`src/rtl/mmio_uart_ctrl_if.sv`:
```
// CPU data-memory port bundle: request from the core, registered read response back.
interface mmio_uart_ctrl_if;
  logic        req_valid;
  logic        req_we;
  logic [31:0] req_addr;
  logic [31:0] req_wdata;
  logic [31:0] rd_data;
  logic        rd_valid;

  modport master (
    output req_valid, req_we, req_addr, req_wdata,
    input  rd_data, rd_valid
  );

  modport slave (
    input  req_valid, req_we, req_addr, req_wdata,
    output rd_data, rd_valid
  );
endinterface

```
`src/rtl/mmio_uart_ctrl.sv`:
```
// Memory-mapped UART controller: RX/TX FIFOs, cycle and retired-instruction
// counters, and sticky W1C error flags in a 32-byte window at BASE.
module mmio_uart_ctrl #(
  parameter logic [31:0] BASE     = 32'h8000_0000,
  parameter int unsigned DATA_W   = 8,
  parameter int unsigned RX_DEPTH = 8,
  parameter int unsigned TX_DEPTH = 8,
  parameter int unsigned CNT_W    = 32
) (
  input  logic              clk,
  input  logic              rst_n,
  mmio_uart_ctrl_if.slave   bus,
  input  logic              inst_retire,
  input  logic [DATA_W-1:0] uart_rx_data,
  input  logic              uart_rx_valid,
  output logic              uart_rx_ready,
  output logic [DATA_W-1:0] uart_tx_data,
  output logic              uart_tx_valid,
  input  logic              uart_tx_ready
);

  localparam int unsigned RX_AW = $clog2(RX_DEPTH);
  localparam int unsigned TX_AW = $clog2(TX_DEPTH);
  localparam logic [RX_AW:0]   RX_ONE  = 1;
  localparam logic [TX_AW:0]   TX_ONE  = 1;
  localparam logic [CNT_W-1:0] CNT_ONE = 1;

  typedef enum logic [2:0] {
    REG_CTRL    = 3'd0,
    REG_RX      = 3'd1,
    REG_TX      = 3'd2,
    REG_RSVD    = 3'd3,
    REG_CYCLE   = 3'd4,
    REG_INSTR   = 3'd5,
    REG_CNT_RST = 3'd6,
    REG_STATUS  = 3'd7
  } reg_off_e;

  logic              hit, rd_acc, wr_acc;
  reg_off_e          off;
  logic [31:0]       rd_next, rd_data_q;
  logic              rd_valid_q;
  logic [RX_AW:0]    rx_wptr, rx_rptr;
  logic [TX_AW:0]    tx_wptr, tx_rptr;
  logic [DATA_W-1:0] rx_mem [RX_DEPTH];
  logic [DATA_W-1:0] tx_mem [TX_DEPTH];
  logic              rx_full, rx_empty, tx_full, tx_empty;
  logic              rx_push, rx_pop, tx_push, tx_pop;
  logic [CNT_W-1:0]  cycle_cnt, instr_cnt;
  logic              cnt_clr;
  logic [1:0]        status, status_set, status_clr;
  logic              unused_bus;

  assign unused_bus = ^{bus.req_addr[1:0], bus.req_wdata};

  // Window match ignores the low 5 address bits; word offset picks the register.
  assign hit    = (bus.req_addr[31:5] == BASE[31:5]);
  assign off    = reg_off_e'(bus.req_addr[4:2]);
  assign rd_acc = bus.req_valid && !bus.req_we && hit;
  assign wr_acc = bus.req_valid &&  bus.req_we && hit;

  assign rx_empty = (rx_wptr == rx_rptr);
  assign rx_full  = (rx_wptr[RX_AW] != rx_rptr[RX_AW]) &&
                    (rx_wptr[RX_AW-1:0] == rx_rptr[RX_AW-1:0]);
  assign tx_empty = (tx_wptr == tx_rptr);
  assign tx_full  = (tx_wptr[TX_AW] != tx_rptr[TX_AW]) &&
                    (tx_wptr[TX_AW-1:0] == tx_rptr[TX_AW-1:0]);

  assign uart_rx_ready = !rx_full;
  assign uart_tx_valid = !tx_empty;
  assign uart_tx_data  = tx_mem[tx_rptr[TX_AW-1:0]];

  assign rx_push = uart_rx_valid && !rx_full;
  assign rx_pop  = rd_acc && (off == REG_RX) && !rx_empty;
  assign tx_push = wr_acc && (off == REG_TX) && !tx_full;
  assign tx_pop  = uart_tx_ready && !tx_empty;
  assign cnt_clr = wr_acc && (off == REG_CNT_RST);

  // Full/empty are pre-edge, so a push into a full FIFO is dropped even if it drains.
  assign status_set = {rd_acc && (off == REG_RX) && rx_empty,
                       wr_acc && (off == REG_TX) && tx_full};
  assign status_clr = (wr_acc && (off == REG_STATUS)) ? bus.req_wdata[1:0] : '0;

  always_comb begin
    rd_next = '0;
    case (off)
      REG_CTRL:   rd_next = {30'b0, !rx_empty, !tx_full};
      REG_RX:     rd_next = rx_empty ? '0 : 32'(rx_mem[rx_rptr[RX_AW-1:0]]);
      REG_CYCLE:  rd_next = 32'(cycle_cnt);
      REG_INSTR:  rd_next = 32'(instr_cnt);
      REG_STATUS: rd_next = {30'b0, status};
      default:    rd_next = '0;
    endcase
  end

  always_ff @(posedge clk) begin
    if (rx_push) rx_mem[rx_wptr[RX_AW-1:0]] <= uart_rx_data;
    if (tx_push) tx_mem[tx_wptr[TX_AW-1:0]] <= bus.req_wdata[DATA_W-1:0];
  end

  always_ff @(posedge clk or negedge rst_n) begin
    if (!rst_n) begin
      rx_wptr    <= '0;
      rx_rptr    <= '0;
      tx_wptr    <= '0;
      tx_rptr    <= '0;
      cycle_cnt  <= '0;
      instr_cnt  <= '0;
      status     <= '0;
      rd_data_q  <= '0;
      rd_valid_q <= 1'b0;
    end else begin
      if (rx_push) rx_wptr <= rx_wptr + RX_ONE;
      if (rx_pop)  rx_rptr <= rx_rptr + RX_ONE;
      if (tx_push) tx_wptr <= tx_wptr + TX_ONE;
      if (tx_pop)  tx_rptr <= tx_rptr + TX_ONE;
      cycle_cnt <= cnt_clr ? '0 : cycle_cnt + CNT_ONE;
      if (cnt_clr)          instr_cnt <= '0;
      else if (inst_retire) instr_cnt <= instr_cnt + CNT_ONE;
      status     <= (status & ~status_clr) | status_set;
      rd_valid_q <= rd_acc;
      if (rd_acc) rd_data_q <= rd_next;
    end
  end

  assign bus.rd_data  = rd_data_q;
  assign bus.rd_valid = rd_valid_q;

endmodule

```
`src/flat_wrapper.sv`:
```
// flat-port wrapper written by rule: the top's interface ports become plain ports
module mmio_uart_ctrl_flat 
#(
  parameter logic [31:0] BASE     = 32'h8000_0000,
  parameter int unsigned DATA_W   = 8,
  parameter int unsigned RX_DEPTH = 8,
  parameter int unsigned TX_DEPTH = 8,
  parameter int unsigned CNT_W    = 32
)
  (clk, rst_n, inst_retire, uart_rx_data, uart_rx_valid, uart_rx_ready, uart_tx_data, uart_tx_valid, uart_tx_ready, bus_req_valid, bus_req_we, bus_req_addr, bus_req_wdata, bus_rd_data, bus_rd_valid);
  mmio_uart_ctrl_if bus_i ();
  input  logic clk;
  input  logic rst_n;
  input  logic inst_retire;
  input  logic [DATA_W-1:0] uart_rx_data;
  input  logic uart_rx_valid;
  output logic uart_rx_ready;
  output logic [DATA_W-1:0] uart_tx_data;
  output logic uart_tx_valid;
  input  logic uart_tx_ready;
  input wire logic [$bits(bus_i.req_valid)-1:0] bus_req_valid;
  input wire logic [$bits(bus_i.req_we)-1:0] bus_req_we;
  input wire logic [$bits(bus_i.req_addr)-1:0] bus_req_addr;
  input wire logic [$bits(bus_i.req_wdata)-1:0] bus_req_wdata;
  output wire logic [$bits(bus_i.rd_data)-1:0] bus_rd_data;
  output wire logic [$bits(bus_i.rd_valid)-1:0] bus_rd_valid;
  assign bus_i.req_valid = bus_req_valid;
  assign bus_i.req_we = bus_req_we;
  assign bus_i.req_addr = bus_req_addr;
  assign bus_i.req_wdata = bus_req_wdata;
  assign bus_rd_data = bus_i.rd_data;
  assign bus_rd_valid = bus_i.rd_valid;
  mmio_uart_ctrl #(.BASE(BASE), .DATA_W(DATA_W), .RX_DEPTH(RX_DEPTH), .TX_DEPTH(TX_DEPTH), .CNT_W(CNT_W)) u_core (.clk(clk), .rst_n(rst_n), .bus(bus_i), .inst_retire(inst_retire), .uart_rx_data(uart_rx_data), .uart_rx_valid(uart_rx_valid), .uart_rx_ready(uart_rx_ready), .uart_tx_data(uart_tx_data), .uart_tx_valid(uart_tx_valid), .uart_tx_ready(uart_tx_ready));
endmodule
```
`config.mk`:
```
export PLATFORM = sky130hd
export DESIGN_NAME = mmio_uart_ctrl_flat
export DESIGN_NICKNAME = d
export VERILOG_FILES = /design/src/rtl/mmio_uart_ctrl_if.sv /design/src/rtl/mmio_uart_ctrl.sv /design/src/flat_wrapper.sv
export SDC_FILE = /design/constraint.sdc
export NUM_CORES = 1
export LEC_CHECK = 0
export CAP_MARGIN = 20
export CORE_MARGIN = 1.5
export CORE_UTILIZATION = 60
export CTS_BUF_LIST = sky130_fd_sc_hd__clkbuf_16
export DETAILED_ROUTE_END_ITERATION = 8
export GPL_TIMING_DRIVEN = 0
export HOLD_SLACK_MARGIN = 0.05
export PLACE_DENSITY = 0.95
export SETUP_SLACK_MARGIN = 0.1
export SKIP_LAST_GASP = 1
export SLEW_MARGIN = 20
export SYNTH_ARGS = -nofsm -noshare
export SYNTH_HDL_FRONTEND = slang
export SYNTH_SLANG_ARGS = --single-unit
export TNS_END_PERCENT = 1
```
`constraint.sdc`:
```
create_clock -name clk -period 4.4 [get_ports clk]
set_input_delay 0.88 -clock clk [delete_from_list [all_inputs] [get_ports clk]]
set_output_delay 0.88 -clock clk [all_outputs]
set_load 0.01 [all_outputs]
```
# Word level (Yosys, flattened, before mapping)
# Memories as Yosys holds them, arrays and structs flattened.
# Index checks and enable logic that the tools add are counted.
[totals]
mem_bits_rw = 128
word_cells = 66
out_inout_bits = 43
memories = 2
register_bits = 115
[mem_list]
columns = ["name", "depth", "width", "rd", "rd_ports_with_merged_regs", "wr", "line", "text"]
rows = [
  ["u_core.rx_mem", 8, 8, 1, 0, 1, "mmio_uart_ctrl.sv:45", "logic [DATA_W-1:0] rx_mem [RX_DEPTH];"],
  ["u_core.tx_mem", 8, 8, 1, 0, 1, "mmio_uart_ctrl.sv:46", "logic [DATA_W-1:0] tx_mem [TX_DEPTH];"],
]
[op_classes]
addsub = 6
eq_ne = 13
n_mux = 10
reduce_logical = 23
n_bitwise = 3
[ops]
columns = ["cell", "n"]
rows = [
  ["$pmux W32 S5", 1],
  ["$mux W32", 3],
  ["$add A32 B1 Y32 const B", 2],
  ["$eq A27 B27 Y1 const B", 1],
  ["$add A4 B1 Y4 const B", 4],
  ["$logic_and A1 B1 Y1", 16],
  ["$eq A3 B3 Y1 const B", 4],
  ["$eq A4 B4 Y1", 2],
  ["$mux W8", 1],
  ["$eq A3 B3 Y1", 2],
  ["$logic_not A1 Y1", 5],
  ["$mux W1", 4],
  ["$eq A3 B1 Y1 const B", 1],
  ["$eq A3 B2 Y1 const B", 1],
  ["$logic_not A3 Y1", 1],
  ["$and A2 B2 Y2", 1],
  ["$mux W2", 1],
  ["$ne A1 B1 Y1", 2],
  ["$not A2 Y2", 1],
  ["$or A2 B2 Y2", 1],
  ["$reduce_bool A2 Y1", 1],
]

# Depth between registers and ports, before layout
# Gate-level depths: netlist (run 1).
[logic_depth]
ltp_word = 7
depth_mapped = 7
mapped_depth_nobuf = 6

# Worst setup path before layout (run 1)
# No wires, ideal clock.
[synth_path]
path_kind = "input -> register"
from = "in bus_req_addr[16]"
to = "mem u_core.tx_mem[0][0], enable pin"
setup_ns = 0.383
slack_ns = 1.398
path_stages = 5
t_arrival_ns = 2.619
path_buffers = 0
required_time_ns = 4.017
path_cell_list = "nor4_1 -> nand4_1 -> nor4_4 -> nand3b_1 -> nor3_1"
[synth_between]
elab_chain_cells = 6
[synth_rtl]
columns = ["item", "line", "text"]
rows = [
  ["start: declaration", "flat_wrapper.sv:23", "input wire logic [$bits(bus_i.req_addr)-1:0] bus_req_addr;"],
  ["$eq A27 B27 Y1", "mmio_uart_ctrl.sv:57", "assign hit = (bus.req_addr[31:5] == BASE[31:5]);"],
  ["$logic_and A1 B1 Y1", "mmio_uart_ctrl.sv:60", "assign wr_acc = bus.req_valid && bus.req_we && hit;"],
  ["$logic_and A1 B1 Y1 (2 in a row)", "mmio_uart_ctrl.sv:75", "assign tx_push = wr_acc && (off == REG_TX) && !tx_full;"],
  ["$mux W1", "mmio_uart_ctrl.sv:98", "if (tx_push) tx_mem[tx_wptr[TX_AW-1:0]] <= bus.req_wdata[DATA_W-1:0];"],
  ["$mux W1 (implied by the code)", "mmio_uart_ctrl.sv:98", ""],
  ["end: declaration", "mmio_uart_ctrl.sv:46", ""],
]
# No other way between the ends.

# Worst setup path after layout (run 1)
[layout_path]
from = "reg u_core.tx_rptr[0]"
to = "out uart_tx_data[6]"
[layout_between]
elab_chain_cells = 1
[layout_rtl]
columns = ["item", "line", "text"]
rows = [
  ["start: declaration", "mmio_uart_ctrl.sv:44", "logic [TX_AW:0] tx_wptr, tx_rptr;"],
  ["start signal: assignment", "mmio_uart_ctrl.sv:116", "if (tx_pop) tx_rptr <= tx_rptr + TX_ONE;"],
  ["$mem_v2 Z8 W8", "n/a", ""],
  ["end: declaration", "flat_wrapper.sv:18", "output logic [DATA_W-1:0] uart_tx_data;"],
]
# No other way between the ends.

==> flow_summary.toml, run 1 <==
[status]
status = "complete, no violations"

[grt]
antenna_found_initial = 0
grt_pass1_wl_um = 38700
grt_max_degree = 68
grt_pass1_vias = 7203
grt_overflow_total = 0
track_usage_pct = 27.6

[power_and_ir_drop]
p_switching_w = 0.00121
combPwrFrac_pct = 8.0
p_leak_nw = 4.73
ir_worst_vdd_mv = 0.358
p_int_w = 0.00381
switching_share_pct = 24.2
power.share.clock_pct = 39.5
power.density_nw_per_um2 = 398
seqPwrFrac_pct = 52.5

[floorplan]
num_rows = 48
die_w_um = 136
design.die.area_um2 = 18500
initial_core_util_pct = 61.2
die_h_um = 136
pin_count = 122
core_area_um2 = 17300

[placed_design]
place_congestion = 0.871
placed_cell_area_um2 = 11900
dpl.hpwl_um = 16400
dp_slack_ns = 0.482
dp_cells = 1098
io_buffers = 93

[cts]
postCtsSetupBuffers = 0
cts_hold_buf = 0
clockRootBuffer = "clkbuf_16"
path_clk_slew_ns = 0.06
ctsResizeCount = 0
cts_max_level = 1
cts_sinks = 243
cts_buffers = 25
cts_buffer_depth = 3
cts_tree = "yes"
clock_latency_ns = 0.54

[worst_setup_path]
timing.critical_path.max_delay_family = "buffers and inverters"
cp_data_arrival_time_ns = 3.04
cp_cell_sequence = "buf_2 -> buf_2 -> mux4_2 -> mux2_2 -> clkdlybuf4s50_1"
path_buf_inv = 3
reg2reg_depth = 6
worstSetupStartpointType = "flip-flop"
crit_slowest_cell = "mux4_2"
cp_common_cell = "buf_2"
timing.rr.start = "u_core.tx_rptr[0]$_DFFE_PN0P_"
cp_slowest_stage_delay_ns = 0.57
rrSetupSlack_ns = 1.41
cp_data_required_time_ns = 3.52
path_class = "reg -> out"
reg2reg_to = "u_core.tx_mem[5][3]$_DFFE_PP_"
crit_fanout = 10
setup.worst_path.end_class = "output port"

[drt]
avgRoutedWirePerCell_um = 21.7
dr_total_vias = 7212
drt_first_pass_iters = 5
wl_um = 24800
ant_nets = 0
viasPerCell = 6.31
drcViolationCount = 0
drt_iter0_drc = 868

[sta]
rsz0062_at_grt = "no"
drv_slew = 0
fin_crit_sh_pct = 89.0
whs_ns = 0.282
fmax_ghz = 0.255
relSlewSlack_pct = 31.4
setup_viol = 0
report.final.hold_viol_count = 0
worst_slack_ns = 0.484
fin_worst_skew_ns = 0.0288
tightestPinTransition_ns = 1.02
fin_crit_ns = 3.92

[hold_path]
min_path_type = "in -> async"

[cells_and_area]
post_layout_nonfiller_instances = 1143
final-seq-area_um2 = 6720
area_growth_pct = 19.2
layout.nets = 985
post-route-cell-area_um2 = 12600
multi_input_area_um2 = 3710
fill_cells = 1072
drive_gt1_share_pct = 12.9
diodes = 0
utilization_pct = 73.0

[synth]
synth_top_area_share_pct = 36.3
synth-edff-count = 128
avgSynthCellArea_um2 = 13.6
yosysWarnings = 0
syn_nets = 864
yosysMostFrequentCell = "edfxtp_1"
synth_top_family_by_area = "simple AND/OR/NAND/NOR gates"
synth_adder_area_share_pct = 0.709
synthXorXnorAreaFrac_pct = 6.53
syn-cell-area_um2 = 10600
synthTopCellsByCount = "128 x edfxtp_1, 115 x dfrtp_1, 91 x nor2_1"
synthArstFlopShare_pct = 47.3
synthTopCellsByArea = "edfxtp_1 36%, dfrtp_1 27%, mux4_2 6.8%"
yosys.cell_types.count = 49
yosysSeqAreaShare_pct = 63.4
synth_top_area_cell = "edfxtp_1"
post_synth_mux_area_share_pct = 9.12
ys_seq_elements = 243
synthSimpleGateAreaFrac_pct = 13.4
synth_compound_area_share_pct = 5.07
syn_inst = 779
ys_dominant_reg_cell = "edfxtp_1"

[flow_run]
max-cap-violations = 0
## per-stage QoR
stage,TNS [ns],power (W)
after detailed placement,0,0.00307
after CTS,0,0.00504
final,0,0.00503
after global routing,0,0.00519
after global placement,-215.82,0.00303
after floorplan,0,0.00288
## placed cells by master (no fill, tap or decap), types with 3 or more instances in the layout
cell type and count:
nand3_1 38, edfxtp_1 128, xor2_1 46, clkbuf_16 25, and4_1 5, buf_1 3
clkdlybuf4s50_1 92, nor4_1 11, a22oi_1 31, o21ai_0 14, or4_1 3, or4_4 3
clkbuf_1 19, nand2b_1 6, mux4_2 32, and3_1 8, a22o_1 8, mux2_2 11
ha_1 6, mux2i_1 11, nand4_1 28, dfrtp_1 115, nor2b_1 3, nor3_2 7
buf_2 12, nand2_1 49, o21ai_1 20, nor2_1 91, inv_1 14, clkinv_2 5
and2_1 3, xnor2_1 33
## state kept, by name, indices dropped and copies added (netlist names)
register / cells
u_core.rx_wptr: 4
u_core.status: 2
u_core.tx_rptr: 4
u_core.tx_wptr: 4
u_core.tx_mem: 64
u_core.cycle_cnt: 32
u_core.rx_mem: 64
u_core.instr_cnt: 32
u_core.rx_rptr: 4
u_core.bus.rd_valid: 1
u_core.bus.rd_data: 32
## worst max path at each step
stage / start / endpoint / slack, ns / depth (start not counted)
after floorplan: bus_req_addr[16] / u_core.tx_mem[0][0]$_DFFE_PP_ / 1.40 / 5
final: u_core.tx_rptr[0]$_DFFE_PN0P_ / uart_tx_data[6] / 0.48 / 5
after global placement: rst_n / u_core.rx_rptr[0]$_DFFE_PN0P_ / -1.88 / 1
after global routing: u_core.tx_rptr[0]$_DFFE_PN0P_ / uart_tx_data[6] / 0.36 / 5
after detailed placement: bus_req_addr[6] / u_core.tx_mem[5][5]$_DFFE_PP_ / 0.48 / 6
after CTS: u_core.tx_rptr[0]$_DFFE_PN0P_ / uart_tx_data[6] / 0.42 / 5
## routing by layer
layer	global-route usage, %	up-vias	part of all wire [%]
met3	4.21	85	8.6
met5	0	-	0
met4	11.3	0	3.9
li1	-	3125	-
met2	47.5	395	50
met1	35.5	3607	37
## cell type report
class | count | area share [%]
Clock buffer | 25 | 4.95
Buffer | 36 | 1.23
Tap cell | 225 | 2.23
Sequential cell | 243 | 53.2
Multi-Input combinational cell | 492 | 29.4
Timing Repair Buffer | 94 | 7.60
Inverter | 8 | 0.238
Clock inverter | 20 | 1.18
## power groups by stage
| stage | Combinational (W) | Clock [W] | Sequential (W) |
|---|---|---|---|
| 3_5_place_dp | 0.000400 | 0 | 0.00267 |
| 6_report | 0.000403 | 0.00199 | 0.00264 |
| 5_1_grt | 0.000449 | 0.00209 | 0.00264 |
| 3_3_place_gp | 0.000367 | 0 | 0.00266 |
| 2_1_floorplan | 0.000233 | 0 | 0.00264 |
| 4_1_cts | 0.000405 | 0.00200 | 0.00263 |
## kinds of logic after synthesis
kind of cell	after synthesis
AOI/OAI and AO/OA	81
xor gates and xnor gates	79
adders and majority gates	6
buffers and inverters	44
DFF	243
muxes	55
and+or+nand+nor	271
(Power assumes the default switching activity.)
==> run 2: changes to the inputs <==
--- a/config.mk
+++ b/config.mk
@@ -6,9 +6,10 @@
 export NUM_CORES = 1
 export LEC_CHECK = 0
 export CAP_MARGIN = 20
-export CORE_MARGIN = 1.5
+export CORE_MARGIN = 2
 export CORE_UTILIZATION = 60
 export CTS_BUF_LIST = sky130_fd_sc_hd__clkbuf_16
+export CTS_CLUSTER_DIAMETER = 60
 export DETAILED_ROUTE_END_ITERATION = 8
 export GPL_TIMING_DRIVEN = 0
 export HOLD_SLACK_MARGIN = 0.05
==> flow_summary.toml, run 2 (synthesis gave the netlist of run 1 again) <==
[flow_run]
max-cap-violations = 0

[worst_setup_path]
cp_common_cell = "buf_2"
setup.worst_path.end_class = "output port"
cp_data_required_time_ns = 3.52
crit_fanout = 10
reg2reg_depth = 6
cp_cell_sequence = "buf_2 -> buf_2 -> mux4_2 -> mux2_2 -> clkdlybuf4s50_1"
worstSetupStartpointType = "flip-flop"
crit_slowest_cell = "mux4_2"
cp_slowest_stage_delay_ns = 0.57
path_class = "reg -> out"
cp_data_arrival_time_ns = 3.01

[sta]
relSlewSlack_pct = 34.3
worst_slack_ns = 0.509
fin_crit_ns = 3.89
drv_slew = 0
fin_crit_sh_pct = 88.4
fin_worst_skew_ns = 0.0265
report.final.hold_viol_count = 0
fmax_ghz = 0.257
setup_viol = 0
tightestPinTransition_ns = 0.982
rsz0062_at_grt = "no"

[drt]
avgRoutedWirePerCell_um = 21.2
drt_first_pass_iters = 6
ant_nets = 0
wl_um = 24200
viasPerCell = 6.22
dr_total_vias = 7107
drcViolationCount = 0
drt_iter0_drc = 771

[power_and_ir_drop]
ir_worst_vdd_mv = 0.393
p_leak_nw = 4.75
finalPower_w = 0.00524
power.density_nw_per_um2 = 412

[cells_and_area]
area_growth_pct = 20.0
utilization_pct = 73.5
mostFrequentLayoutCell = "edfxtp_1"
drive_gt1_share_pct = 12.9
diodes = 0
multi_input_area_um2 = 3710
fill_cells = 1000
post_layout_nonfiller_instances = 1142
layout.nets = 984
final-seq-area_um2 = 6720
most-common-layout-cells = "128 x edfxtp_1, 115 x dfrtp_1, 92 x clkdlybuf4s50_1"

[cts]
cts_buffers = 24
cts_sinks = 243
cts_max_level = 1
cts_tree = "yes"
ctsResizeCount = 0
clockRootBuffer = "clkbuf_16"
cts_hold_buf = 0
postCtsSetupBuffers = 0
clock_latency_ns = 0.53
path_clk_slew_ns = 0.06
cts_buffer_depth = 3

[grt]
grt_max_degree = 80
use_met1_pct = 36.1
grt_busiest_layer = "met2"
grt_pass1_wl_um = 38200
grt_use_met3_pct = 3.59
track_usage_pct = 26.8
gr-usage-met2_pct = 45.8
grt_pass1_vias = 7220
grt_overflow_total = 0
antenna_found_initial = 0

[placed_design]
dp_slack_ns = 0.563
place_congestion = 0.870
dp_cells = 1098
dpl.hpwl_um = 16300
io_buffers = 93

[floorplan]
design.die.area_um2 = 18700
die_w_um = 137
num_rows = 48
initial_core_util_pct = 61.2
pin_count = 122
die_h_um = 137
core_area_um2 = 17300

[status]
status = "complete, no violations"

[hold_path]
min_path_type = "in -> async"
==> run 2: cell types whose count changed in the layout (fill, tap and decap cells not counted) <==
cell,delta
bufinv_16,+5
inv_1,-3
clkinv_1,+2
clkinv_4,-2
clkbuf_16,-1
clkinv_8,+1
clkinvlp_4,-1
inv_16,-1
inv_8,-1
==> run 2: critical path, delay by kind of cell (launching register included) <==
kind,cells,cell delay (ns)
buffers and inverters,3,1.24
muxes,2,0.87
DFF,1,0.37
==> run 2: where the power goes <==
| part | total, W | internal (W) | switching, W |
|---|---|---|---|
| logic | 0.000407 | 0.000165 | 0.000242 |
| clock network | 0.00219 | 0.00135 | 0.000847 |
| registers | 0.00263 | 0.00254 | 0.0000936 |
==> run 2: final timing paths <==
path / endpoint / from / slack [ns]
min: u_core.bus.rd_data[22]$_DFFE_PN0P_ / rst_n / 0.26
max reg2reg: u_core.tx_mem[5][6]$_DFFE_PP_ / u_core.tx_rptr[0]$_DFFE_PN0P_ / 1.43
min in group clk: u_core.bus.rd_data[29]$_DFFE_PN0P_ / u_core.bus.rd_data[29]$_DFFE_PN0P_ / 0.48
max: uart_tx_data[3] / u_core.tx_rptr[0]$_DFFE_PN0P_ / 0.51
min reg2reg: u_core.bus.rd_data[29]$_DFFE_PN0P_ / u_core.bus.rd_data[29]$_DFFE_PN0P_ / 0.48
max in group asynchronous: u_core.instr_cnt[4]$_DFFE_PN0P_ / rst_n / 3.46
==> run 2: layout make-up <==
class / instances / share of cell area, %
clock buffers: 24 / 4.72
plain buffers: 36 / 1.22
flip-flops and latches: 243 / 52.9
repair buffers: 94 / 7.55
well taps: 225 / 2.21
inverters: 8 / 0.236
clock inverters: 20 / 2.01
multi-input cells: 492 / 29.2
==> run 2: per-stage QoR <==
stage                     TNS, ns  hold WS, ns  area (µm²)
after floorplan                 0        0.457       10600
after global placement    -209.24        0.471       11800
after detailed placement        0        0.475       11900
after CTS                       0        0.266       12700
after global routing            0        0.287       12700
final                           0        0.260       12700
==> run 2: layer usage <==
layer,share of wire (%),up-vias
met5,0,-
met4,2.5,0
met3,7.8,64
met2,51,342
met1,39,3558
li1,-,3143
